**src/rtl/dmux4way16_stream_pkg.sv**
```systemverilog
// Shared definitions for the 4-way 16-bit stream demultiplexer: channel indices,
// delivered-counter width and the select decoder.
package dmux4way16_stream_pkg;

  localparam int unsigned NumCh    = 4;
  localparam int unsigned CntWidth = 16;

  localparam logic [1:0] CH_A = 2'd0;
  localparam logic [1:0] CH_B = 2'd1;
  localparam logic [1:0] CH_C = 2'd2;
  localparam logic [1:0] CH_D = 2'd3;

  function automatic logic [NumCh-1:0] sel_to_onehot(input logic [1:0] sel);
    logic [NumCh-1:0] oh;
    oh = '0;
    unique case (sel)
      CH_A: oh[0] = 1'b1;
      CH_B: oh[1] = 1'b1;
      CH_C: oh[2] = 1'b1;
      CH_D: oh[3] = 1'b1;
    endcase
    return oh;
  endfunction

endpackage

```
**src/rtl/dmux_chan_fifo.sv**
```systemverilog
// One output channel: Depth-entry FIFO with a registered head word, valid/full flags
// and a wrapping delivered-word counter.
module dmux_chan_fifo
  import dmux4way16_stream_pkg::*;
#(
  parameter int unsigned Width = 16,
  parameter int unsigned Depth = 2
) (
  input  logic                clk_i,
  input  logic                rst_ni,
  input  logic                push_i,
  input  logic [Width-1:0]    data_i,
  input  logic                ready_i,
  input  logic                cnt_clr_i,
  output logic                full_o,
  output logic                valid_o,
  output logic [Width-1:0]    data_o,
  output logic [CntWidth-1:0] cnt_o
);

  localparam int unsigned PtrW   = $clog2(Depth);
  localparam int unsigned CountW = PtrW + 1;
  localparam logic [CountW-1:0] DepthC = CountW'(Depth);
  localparam logic [CountW-1:0] OneC   = CountW'(1);

  logic [Width-1:0]    mem_q [Depth];
  logic [PtrW-1:0]     wr_ptr_q, wr_ptr_d;
  logic [PtrW-1:0]     rd_ptr_q, rd_ptr_d;
  logic [CountW-1:0]   count_q, count_d;
  logic [Width-1:0]    out_q, out_d;
  logic                valid_q;
  logic [CntWidth-1:0] cnt_q, cnt_d;
  logic                pop;

  assign pop    = valid_q & ready_i;
  assign full_o = (count_q == DepthC);

  always_comb begin
    wr_ptr_d = wr_ptr_q;
    rd_ptr_d = rd_ptr_q;
    count_d  = count_q;
    out_d    = out_q;
    cnt_d    = cnt_q;

    if (push_i) wr_ptr_d = wr_ptr_q + 1'b1;
    if (pop)    rd_ptr_d = rd_ptr_q + 1'b1;

    unique case ({push_i, pop})
      2'b10:   count_d = count_q + OneC;
      2'b01:   count_d = count_q - OneC;
      default: count_d = count_q;
    endcase

    // Head register: next stored entry, else the incoming word, else hold last value.
    if (pop) begin
      if (count_q > OneC) begin
        out_d = mem_q[rd_ptr_d];
      end else if (push_i) begin
        out_d = data_i;
      end
    end else if ((count_q == '0) && push_i) begin
      out_d = data_i;
    end

    if (cnt_clr_i) begin
      cnt_d = '0;
    end else if (pop) begin
      cnt_d = cnt_q + 1'b1;
    end
  end

  always_ff @(posedge clk_i or negedge rst_ni) begin
    if (!rst_ni) begin
      for (int i = 0; i < int'(Depth); i++) mem_q[i] <= '0;
      wr_ptr_q <= '0;
      rd_ptr_q <= '0;
      count_q  <= '0;
      out_q    <= '0;
      valid_q  <= 1'b0;
      cnt_q    <= '0;
    end else begin
      if (push_i) mem_q[wr_ptr_q] <= data_i;
      wr_ptr_q <= wr_ptr_d;
      rd_ptr_q <= rd_ptr_d;
      count_q  <= count_d;
      out_q    <= out_d;
      valid_q  <= (count_d != '0);
      cnt_q    <= cnt_d;
    end
  end

  assign valid_o = valid_q;
  assign data_o  = out_q;
  assign cnt_o   = cnt_q;

endmodule

```
**src/rtl/dmux4way16_stream.sv**
```systemverilog
// 4-way stream demultiplexer: decodes IN_SEL, gates acceptance on the selected
// channel's full flag and fans the push out to four channel FIFOs.
module dmux4way16_stream
  import dmux4way16_stream_pkg::*;
#(
  parameter int unsigned WIDTH = 16,
  parameter int unsigned DEPTH = 2
) (
  input  logic                CLK,
  input  logic                RESET_N,
  input  logic [WIDTH-1:0]    IN_DATA,
  input  logic [1:0]          IN_SEL,
  input  logic                IN_VALID,
  output logic                IN_READY,
  output logic [WIDTH-1:0]    OUT_A,
  output logic [WIDTH-1:0]    OUT_B,
  output logic [WIDTH-1:0]    OUT_C,
  output logic [WIDTH-1:0]    OUT_D,
  output logic                VALID_A,
  output logic                VALID_B,
  output logic                VALID_C,
  output logic                VALID_D,
  input  logic                READY_A,
  input  logic                READY_B,
  input  logic                READY_C,
  input  logic                READY_D,
  output logic [CntWidth-1:0] CNT_A,
  output logic [CntWidth-1:0] CNT_B,
  output logic [CntWidth-1:0] CNT_C,
  output logic [CntWidth-1:0] CNT_D,
  input  logic                CNT_CLR
);

  logic [NumCh-1:0]    sel_oh;
  logic [NumCh-1:0]    full;
  logic [NumCh-1:0]    push_en;
  logic [NumCh-1:0]    valid_v;
  logic [NumCh-1:0]    ready_v;
  logic [WIDTH-1:0]    out_v [NumCh];
  logic [CntWidth-1:0] cnt_v [NumCh];

  assign sel_oh  = sel_to_onehot(IN_SEL);
  // Depends only on IN_SEL and registered counts, never on a consumer READY.
  assign IN_READY = RESET_N & ~full[IN_SEL];
  assign push_en  = sel_oh & {NumCh{IN_VALID & IN_READY}};
  assign ready_v  = {READY_D, READY_C, READY_B, READY_A};

  for (genvar k = 0; k < NumCh; k++) begin : g_chan
    dmux_chan_fifo #(
      .Width (WIDTH),
      .Depth (DEPTH)
    ) u_chan (
      .clk_i     (CLK),
      .rst_ni    (RESET_N),
      .push_i    (push_en[k]),
      .data_i    (IN_DATA),
      .ready_i   (ready_v[k]),
      .cnt_clr_i (CNT_CLR),
      .full_o    (full[k]),
      .valid_o   (valid_v[k]),
      .data_o    (out_v[k]),
      .cnt_o     (cnt_v[k])
    );
  end

  assign OUT_A   = out_v[CH_A];
  assign OUT_B   = out_v[CH_B];
  assign OUT_C   = out_v[CH_C];
  assign OUT_D   = out_v[CH_D];
  assign VALID_A = valid_v[CH_A];
  assign VALID_B = valid_v[CH_B];
  assign VALID_C = valid_v[CH_C];
  assign VALID_D = valid_v[CH_D];
  assign CNT_A   = cnt_v[CH_A];
  assign CNT_B   = cnt_v[CH_B];
  assign CNT_C   = cnt_v[CH_C];
  assign CNT_D   = cnt_v[CH_D];

endmodule

```
**config.mk**
```make
export PLATFORM = sky130hd
export DESIGN_NAME = dmux4way16_stream
export DESIGN_NICKNAME = d
export VERILOG_FILES = /design/src/rtl/dmux4way16_stream_pkg.sv /design/src/rtl/dmux_chan_fifo.sv /design/src/rtl/dmux4way16_stream.sv
export SDC_FILE = /design/constraint.sdc
export NUM_CORES = 1
export LEC_CHECK = 0
export ABC_AREA = 0
export BUFFER_PORTS_ARGS = -buffer_cell sky130_fd_sc_hd__buf_2
export CORE_ASPECT_RATIO = 1.1
export CORE_MARGIN = 2
export CORE_UTILIZATION = 53
export DETAILED_ROUTE_END_ITERATION = 16
export MAX_ROUTING_LAYER = met4
export PLACE_DENSITY = 0.77
export SETUP_SLACK_MARGIN = 0.02
export SKIP_LAST_GASP = 1
export SYNTH_ARGS = -nofsm -noshare
export SYNTH_HDL_FRONTEND = slang
export SYNTH_SLANG_ARGS = --single-unit
```
**constraint.sdc**
```tcl
create_clock -name CLK -period 1.9 [get_ports CLK]
set_input_delay 0.38 -clock CLK [delete_from_list [all_inputs] [get_ports CLK]]
set_output_delay 0.38 -clock CLK [all_outputs]
set_load 0.1 [all_outputs]
```
# ---- Word-level counts from Yosys, hierarchy flattened
# Cells that the tools add are included.
dict set report totals {
  ff_bits 276
  word_cells 195
}
dict set report classes {
  addsub 20
  order_cmp 17
  n_eq_ne 19
  mux 62
  bitwise_logic 16
  n_reduce_logical 29
}
# op count
set op_table {}
lappend op_table {{two-way mux 16 bit} 40}
lappend op_table {{bitwise mux 32 bit} 4}
lappend op_table {{adder 16 x 1 -> 16 bit, second input constant} 4}
lappend op_table {{demux 16 bit (select 1 bit)} 4}
lappend op_table {{nonzero test 2 bit} 12}
lappend op_table {{equality test 2 bit, second input constant} 10}
lappend op_table {{>= comparator 2 bit, second input constant} 8}
lappend op_table {{NOT 1 -> 2 bit} 8}
lappend op_table {{one-hot mux 2 bit (2 select lines)} 4}
lappend op_table {{inequality test 3 bit, second input constant} 4}
lappend op_table {{equality test 2 x 1 -> 1 bit, second input constant} 5}
lappend op_table {{zero test 2 bit} 5}
lappend op_table {{two-way mux 1 bit} 9}
lappend op_table {{adder 1 bit, second input constant} 8}
lappend op_table {{adder 2 x 1 -> 2 bit, second input constant} 4}
lappend op_table {{greater-than comparator 2 x 1 -> 1 bit, second input constant} 4}
lappend op_table {{logical AND 1 bit} 8}
lappend op_table {{< comparator 2 x 1 -> 1 bit, second input constant} 4}
lappend op_table {{AND reduction 2 bit} 4}
lappend op_table {{subtractor 2 x 1 -> 2 bit, second input constant} 4}
lappend op_table {{AND 1 bit} 6}
lappend op_table {{AND 4 bit} 1}
lappend op_table {{< comparator 2 x 3 -> 1 bit, second input constant} 1}
lappend op_table {{binary-select mux 1 bit (select 2 bit)} 1}
lappend op_table {{NOT 1 bit} 1}

# ---- Longest topological paths before layout
# Gate-level depths: netlist of run 1.
dict set report depth {
  depth_word 10
  depth_mapped 9
  depth_no_buf 9
}

# ---- Cells and area by module
# From an unflattened synthesis of run 1, not the netlist that was laid out.
dict set report unflattened {
  hier_cells 1132
  hier_area_um2 13107.6
}
# module n_inst cells_each area_each_um2 seq_area_each_um2
set by_module_without_submodules {}
lappend by_module_without_submodules {dmux_chan_fifo 4 281 3260.6 1726.7}
lappend by_module_without_submodules {dmux4way16_stream 1 8 65.1 0.0}

# ---- Least setup slack after synthesis of run 1
# No wires, ideal clock.
dict set report synth_timing {
  path_kind {flip-flop to output port}
  from {register g_chan[2].u_chan.count_q[0]}
  to {output port IN_READY}
  arrival_time_ps 2457
  t_required_ps 1520
  path_slack_ps -937
  path_stages_with_launch 5
  path_buffers 0
  cell_sequence {dfrtp_1 > inv_1 > ha_1 > mux4_2 > nor2b_1}
}
dict set report synth_between {
  elab_chain_cells 5
}
# element line_no
set synth_lines {}
lappend synth_lines {{start: declaration} dmux_chan_fifo.sv:29} ;# logic [CountW-1:0] count_q, count_d;
lappend synth_lines {{start signal: assignment} dmux_chan_fifo.sv:85} ;# count_q <= count_d;
lappend synth_lines {{equality test 2 bit} dmux_chan_fifo.sv:36} ;# assign full_o = (count_q == DepthC);
lappend synth_lines {{binary-select mux 1 bit (select 2 bit)} dmux4way16_stream.sv:44} ;# assign IN_READY = RESET_N & ~full[IN_SEL];
lappend synth_lines {{two-way mux 1 bit (not written as such)} dmux4way16_stream.sv:44}
lappend synth_lines {{NOT 1 bit} dmux4way16_stream.sv:44}
lappend synth_lines {{AND 1 bit} dmux4way16_stream.sv:44}
lappend synth_lines {{end: declaration} dmux4way16_stream.sv:14} ;# output logic IN_READY,
# No other way between the ends. The select of a mux whose other input is x is not followed.

# ---- Worst setup path in the final report of run 1
dict set report layout_timing {
  from {register g_chan[1].u_chan.count_q[1]}
  to {output port IN_READY}
}
dict set report layout_between {
  elab_chain_cells 5
}
# element line_no
set layout_lines {}
lappend layout_lines {{start: declaration} dmux_chan_fifo.sv:29}
lappend layout_lines {{start signal: assignment} dmux_chan_fifo.sv:85}
lappend layout_lines {{equality test 2 bit} dmux_chan_fifo.sv:36}
lappend layout_lines {{binary-select mux 1 bit (select 2 bit)} dmux4way16_stream.sv:44}
lappend layout_lines {{two-way mux 1 bit (not written as such)} dmux4way16_stream.sv:44}
lappend layout_lines {{NOT 1 bit} dmux4way16_stream.sv:44}
lappend layout_lines {{AND 1 bit} dmux4way16_stream.sv:44}
# No other way between the ends. The select of a mux whose other input is x is not followed.

==> results of run 1 <==
## cell families (layout without fill, tap and decap cells)
group / count (synthesis) / in the layout / share of synthesized area
and+or+nand+nor: 297 / 297 / 0.110
DFF: 276 / 276 / 0.542
muxes: 219 / 219 / 0.186
AOI/OAI and AO/OA: 157 / 157 / 0.0710
buffers and inverters: 109 / 313 / 0.0352
xor gates and xnor gates: 52 / 52 / 0.0363
adders and majority gates: 20 / 20 / 0.0196
## registers in the layout (all words and copies together), names as in the netlist
name                    cells
g_chan.u_chan.cnt_o        64
g_chan.u_chan.data_o       64
g_chan.u_chan.count_q       8
g_chan.u_chan.wr_ptr_q      4
g_chan.u_chan.mem_q       128
g_chan.u_chan.rd_ptr_q      4
g_chan.u_chan.valid_o       4
## through the flow
stage | total power [uW] | hold WS (ns) | cell area [sq um]
floorplan | 18700 | 0.0844 | 12900
global placement | 20900 | 0.418 | 14500
detailed placement | 21300 | 0.421 | 14500
CTS | 27100 | 0.105 | 15500
global route | 28300 | 0.120 | 15500
finish | 26900 | 0.0645 | 15500
## path summary, 6_finish.rpt
path	from	to	slack, ns
setup / recovery	g_chan[1].u_chan.count_q[1]$_DFF_PN0_	IN_READY	-0.44
min in group CLK	IN_DATA[6]	g_chan[1].u_chan.mem_q[6]$_DFFE_PN0P_	0.27
hold reg to reg	g_chan[2].u_chan.data_o[0]$_DFFE_PN0P_	g_chan[2].u_chan.data_o[0]$_DFFE_PN0P_	0.47
hold / removal	RESET_N	g_chan[3].u_chan.cnt_o[15]$_DFFE_PN0P_	0.06
setup reg to reg	g_chan[1].u_chan.count_q[1]$_DFF_PN0_	g_chan[1].u_chan.mem_q[21]$_DFFE_PN0P_	0.05
max in group asynchronous	RESET_N	g_chan[1].u_chan.cnt_o[8]$_DFFE_PN0P_	1.18
## what timing repair did
item | 4_1_cts | 5_1_grt
hold buffers | 1 | 0
gates resized for setup | 8 | 15
endpoints found under the hold margin | 28 | 0
setup endpoints to repair | 18 | 45
pin swaps | 0 | 3
cloned | 0 | 1
buffers inserted | 4 | 2
## layout make-up
| cell class | count | area (sq um) |
|---|---|---|
| clock buffer | 39 | 782 |
| sequential | 276 | 7030 |
| timing repair buffer | 220 | 1520 |
| clock inverter | 10 | 141 |
| multi-input combinational | 745 | 5520 |
| tap | 305 | 382 |
| inverter | 44 | 165 |
| fill | 1819 | 8080 |
## synth_stat cells (5+ instances only)
cell / n / area (sq um)
nor4_1: 14 / 87.6
ha_1: 20 / 250
nand4_1: 18 / 113
dfrtp_1: 276 / 6910
a21o_1: 5 / 37.5
mux2_2: 136 / 1530
inv_1: 44 / 165
a22oi_1: 32 / 240
mux2i_1: 82 / 821
nor3_1: 19 / 95.1
and3_1: 7 / 43.8
nand2_1: 96 / 360
buf_4: 6 / 45.0
xor2_1: 10 / 87.6
xnor2_1: 41 / 359
nor2b_1: 8 / 50.1
clkbuf_1: 43 / 161
nor2_1: 76 / 285
or3_1: 9 / 56.3
o21ai_0: 46 / 230
buf_2: 14 / 70.1
nand3_1: 25 / 125
a21oi_1: 67 / 335
## critical path, delay by kind of cell (launching register included)
kind	cells	cell delay (ns)
adders and majority gates	1	0.20
buffers and inverters	1	0.18
DFF	1	0.41
and+or+nand+nor	1	0.14
muxes	1	0.48
## layer usage
layer,vias to the layer above,track usage
met5,-,-
met4,0,0.0532
met3,40,0.0281
met2,275,0.405
met1,4631,0.303
li1,4287,-
## power groups by stage
| stage | clock network (uW) | registers (uW) | logic (uW) |
|---|---|---|---|
| 6_report | 5540 | 9450 | 11900 |
| 5_1_grt | 5920 | 9730 | 12600 |
| 3_3_place_gp | 0 | 9380 | 11600 |
| 4_1_cts | 5660 | 9450 | 12000 |
| 3_5_place_dp | 0 | 9510 | 11800 |
| 2_1_floorplan | 0 | 14400 | 4350 |
==> flow_metrics.env, run 1 <==
export IMPL_route_met3_wl_mm=1.52
export IMPL_dr_wl_met2_mm=14.8
export IMPL_finalSetupTns_ns=-0.436
export IMPL_fin_ws_ns=-0.436
export IMPL_wire_per_inst_microns=17.9
export IMPL_drtIter0Drc=536
export IMPL_finalMaxSlewViolations=0
export IMPL_grt_setup_unrepaired="yes"
export IMPL_netSwitchingFraction=0.443
export IMPL_path_cells="ha_2, mux4_2, nor2b_4, buf_12"
export IMPL_drive_above_1_share=0.363
export IMPL_path_clk_slew_ns=0.06
export IMPL_clock_latency_ns=0.54
export IMPL_finalHoldViolCount=0
export IMPL_antenna_found_initial=0
export IMPL_num_antenna_cells=0
export IMPL_period_needed_ns=2.34
export IMPL_ys_flop_type="dfrtp_1"
export IMPL_worst_slew_pin_slew_ns=0.711
export IMPL_cts_sink_count=276
export IMPL_routed_wl_mm=29.4
export IMPL_max_freq_mhz=428
export IMPL_outcome="complete, but fails checks"
export IMPL_cp_end_kind="output pin"
export IMPL_critical_path_startpoint_type="flop"
export IMPL_syn2layout_area_growth_pct=22.0
export IMPL_arrival_ns=1.96
export IMPL_grt_max_degree=132
export IMPL_path_class="reg2out"
export IMPL_synth_warnings=0
export IMPL_dieArea_sq_um=25300
export IMPL_io_pins=159
export IMPL_synth_net_count=1176
export IMPL_synth_distinct_cells=45
export IMPL_cpMaxStageDelayCell="mux4_2"
export IMPL_nets=1361
export IMPL_syn_inst=1130
export IMPL_hold_path_class="in2async"
export IMPL_rows=59
export IMPL_clkPwrFrac=0.206
export IMPL_p_leak_uw=0.00715
export IMPL_syn_avg_cell_area_sq_um=11.3
export IMPL_drc_errors=0
export IMPL_required_ns=1.52
export IMPL_worstPathMaxFanout=3
export IMPL_grt_pass1_wl_mm=48.0
export IMPL_initial_core_util=0.540
export IMPL_wl_met1_mm=12.5
export IMPL_root_buffer="clkbuf_16"
export IMPL_synthArstFlopShare=1.00
export IMPL_relSlewSlack=0.526
export IMPL_drt_pass1_iter_count=5
export IMPL_place_ws_ns=-0.0929
export IMPL_dr_max_layer_used="met4"
export IMPL_dp_hpwl_mm=19.5
export IMPL_fin_crit_sh=1.23
export IMPL_cp_slowest_stage_delay_ns=0.48
export IMPL_rr_worst_depth=7
export IMPL_vias=9233
export IMPL_synth_area_sq_um=12700
export IMPL_die_h_microns=167
export IMPL_via_per_inst=5.63
export IMPL_drtAntennaViolNets=0
export IMPL_maxCapViolCount=0
export IMPL_layout_common_cells="dfrtp_1, buf_2, mux2_2"
export IMPL_clock_path_buffers=3
export IMPL_fin_skew_ns=0.0128
export IMPL_internal_power_uw=15000
export IMPL_final_util=0.658
export IMPL_numCtsBuffers=28
export IMPL_core_area_sq_um=23600
export IMPL_ir_drop_mv=1.69
export IMPL_synth_seq_area_share=0.542
export IMPL_die_w_microns=152
export IMPL_pwr_density_cell_nw_per_um2=1730
export IMPL_track_usage=0.236
export IMPL_combPwrFrac=0.443
export IMPL_synth_edff_count=0
export IMPL_violations="negative setup slack"
export IMPL_fin_cells=1639
export IMPL_place_inst=1582
export IMPL_setup_viol=1
export IMPL_grt_pass1_vias=9375
export IMPL_cts_max_level=1
export IMPL_cts_tree="built"
export IMPL_gp_congestion=0.819
export IMPL_p_sw_uw=11900
export IMPL_port_buffers=158
export IMPL_pwr_share_seq=0.351
export IMPL_mostFrequentLayoutCell="dfrtp_1"
export IMPL_grt_overflow=0
export IMPL_ys_seq_elements=276
Note: power is estimated with default switching activity, not from simulation.
==> inputs of run 2 (changes only) <==
Settings changed: SYNTH_HIERARCHICAL set to 1.
==> run 2 against run 1 <==
Synthesized cell count up 0.18%. Total power up 12%. Synthesized area up 2.8%. Sequential power up 1%. Wire length up 5.0%. Largest power group unchanged. Non-clock buffer count up 20. Largest cell class unchanged. Die area up 2.8%. The flow still finishes with violations (negative setup slack).
==> flow_metrics.env, run 2 <==
export IMPL_grt_overflow=0
export IMPL_largest_register="g_chan.u_chan/mem_q"
export IMPL_mostFrequentLayoutCell="dfrtp_1"
export IMPL_fin_crit_sh=1.24
export IMPL_p_leak_uw=0.00760
export IMPL_dp_hpwl_mm=20.1
export IMPL_arrival_ns=1.97
export IMPL_syn2layout_area_growth_pct=23.3
export IMPL_initial_core_util=0.537
export IMPL_ys_flop_type="dfrtp_1"
export IMPL_synth_warnings=6
export IMPL_finalHoldViolCount=0
export IMPL_worst_slew_pin_slew_ns=0.802
export IMPL_drive_above_1_share=0.396
export IMPL_gp_congestion=0.829
export IMPL_nets=1381
export IMPL_outcome="complete, but fails checks"
export IMPL_ys_seq_elements=276
export IMPL_synth_top_cell_by_area="dfrtp_1"
export IMPL_period_needed_ns=2.35
export IMPL_wire_per_inst_microns=18.4
export IMPL_synth_area_sq_um=13100
export IMPL_dieArea_sq_um=26000
export IMPL_cts_tree="built"
export IMPL_grt_setup_unrepaired="yes"
export IMPL_core_area_sq_um=24400
export IMPL_clock_path_buffers=3
export IMPL_reg2reg_slack_ns=-0.14
export IMPL_rows=60
export IMPL_critical_path_startpoint_type="flop"
export IMPL_grt_max_degree=154
export IMPL_drtAntennaViolNets=0
export IMPL_via_per_inst=5.61
export IMPL_vias=9381
export IMPL_pwr_density_cell_nw_per_um2=1860
export IMPL_hold_ws_ns=0.174
export IMPL_path_cells="ha_4, mux4_2, nor2b_4, buf_12"
export IMPL_maxCapViolCount=0
export IMPL_die_h_microns=169
export IMPL_violations="negative setup slack"
export IMPL_drtIter0Drc=503
export IMPL_syn_inst=1132
export IMPL_synth_seq_area_share=0.527
export IMPL_cts_max_level=1
export IMPL_track_usage=0.243
export IMPL_cpMaxStageDelayCell="mux4_2"
export IMPL_required_ns=1.52
export IMPL_setup_viol=22
export IMPL_clock_latency_ns=0.54
export IMPL_synthArstFlopShare=1.00
export IMPL_port_buffers=158
export IMPL_yosysMostFrequentCell="dfrtp_1"
export IMPL_numCtsBuffers=29
export IMPL_drc_errors=0
export IMPL_drt_pass1_iter_count=5
export IMPL_synth_top_area_frac=0.527
export IMPL_cp_slowest_stage_delay_ns=0.50
export IMPL_max_freq_mhz=426
export IMPL_die_w_microns=154
export IMPL_worstPathMaxFanout=2
export IMPL_synth_edff_count=0
export IMPL_grt_pass1_vias=9519
export IMPL_antenna_found_initial=1
export IMPL_path_clk_slew_ns=0.06
export IMPL_path_class="reg2out"
export IMPL_largest_reg_flops=128
export IMPL_cts_sink_count=276
export IMPL_fin_ws_ns=-0.450
export IMPL_synth_net_count=1174
export IMPL_layout_common_cells="dfrtp_1, buf_2, nand2_1"
export IMPL_cp_end_kind="output pin"
export IMPL_routed_wl_mm=30.8
export IMPL_hold_path_class="in2reg"
export IMPL_ir_drop_mv=1.93
export IMPL_place_ws_ns=-0.103
export IMPL_synth_distinct_cells=42
export IMPL_synth_area_leaders="dfrtp_1, mux2_2, o221ai_2"
export IMPL_root_buffer="clkbuf_16"
export IMPL_io_pins=159
export IMPL_grt_pass1_wl_mm=50.0
export IMPL_yosys_top_cells_count="dfrtp_1, nand2_1, mux2_2"
export IMPL_syn_avg_cell_area_sq_um=11.6
export IMPL_relSlewSlack=0.465
export IMPL_finalMaxSlewViolations=0
export IMPL_fin_skew_ns=0.00938
run 2: changes by cell type after synthesis, sizes merged, moves of 30 or more:
cell,before,now
o221ai,0,52
a21oi,68,20
mux2,136,92
nand2,100,137
a22oi,32,0
mux2i,82,52
run 2: per-layer routing:
layer	global-route usage	vias up	wire length, microns
li1	-	4371	-
met1	0.325	4721	13400
met2	0.396	239	15200
met3	0.0289	50	1410
met4	0.0699	0	799
met5	-	-	0
run 2: cell families (layout without fill, tap and decap cells):
group           after synthesis  in the layout  synth area share
compound gates              156            156             0.104
other cells                   0              1                 0
flops                       276            276             0.527
buf+inv                     132            362            0.0542
fa+ha+maj                    16             16            0.0153
xor+xnor                     60             60            0.0458
simple gates                347            347             0.130
mux                         145            145             0.124
run 2: worst max-delay path: cells and delay by family (launching register included):
family / cells / cell delay [ns]
adder cells (fa/ha/maj): 1 / 0.18
buffers and inverters: 1 / 0.18
flip-flops: 1 / 0.41
multiplexers: 1 / 0.50
AND/OR/NAND/NOR: 1 / 0.16
run 2: power by group:
group	total [uW]	switching [uW]	leakage [uW]	internal (uW)
combinational	14600	9760	0.00369	4800
sequential	9550	1460	0.00341	8090
clock	5930	2350	0.000501	3580
run 2: repair_timing:
action | CTS | global route
hold buffers | 1 | 0
hold endpoints to repair | 7 | 0
buffers inserted | 8 | 13
pin swaps | 1 | 9
gates resized for setup | 13 | 40
cloned | 3 | 2
endpoints found under the setup margin | 91 | 156
run 2: worst paths after layout:
kind	from	endpoint	depth (start not counted)
max	g_chan[3].u_chan/count_q[1]$_DFF_PN0_	IN_READY	4
min	CNT_CLR	g_chan[1].u_chan/cnt_o[11]$_DFFE_PN0P_	2
max reg2reg	g_chan[0].u_chan/count_q[1]$_DFF_PN0_	g_chan[0].u_chan/mem_q[19]$_DFFE_PN0P_	6
min reg2reg	g_chan[1].u_chan/mem_q[10]$_DFFE_PN0P_	g_chan[1].u_chan/mem_q[10]$_DFFE_PN0P_	2
max in group asynchronous	RESET_N	g_chan[2].u_chan/mem_q[4]$_DFFE_PN0P_	4
min in group asynchronous	RESET_N	g_chan[2].u_chan/count_q[0]$_DFF_PN0_	2
run 2: final cells by class:
| type | instances | area, sq um |
|---|---|---|
| tap | 310 | 388 |
| clock buffer | 38 | 820 |
| inverter | 68 | 255 |
| sequential | 276 | 6990 |
| clock inverter | 16 | 196 |
| antenna | 1 | 2.50 |
| timing repair buffer | 240 | 1730 |
| multi-input combinational | 724 | 5780 |
| fill | 1809 | 8230 |
run 2: per-stage QoR:
step           instances  power, uW  area (sq um)   util  setup TNS (ns)
2_1_floorplan       1132      20600         13300      -          -0.672
3_3_place_gp        1592      23000         14600  0.600          -0.354
3_5_place_dp        1592      23400         14600  0.600           -3.43
4_1_cts             1658      29600         15800  0.649           -1.65
5_1_grt             1673      31500         16200  0.663           -4.63
6_report            1673      30000         16200  0.663           -2.28
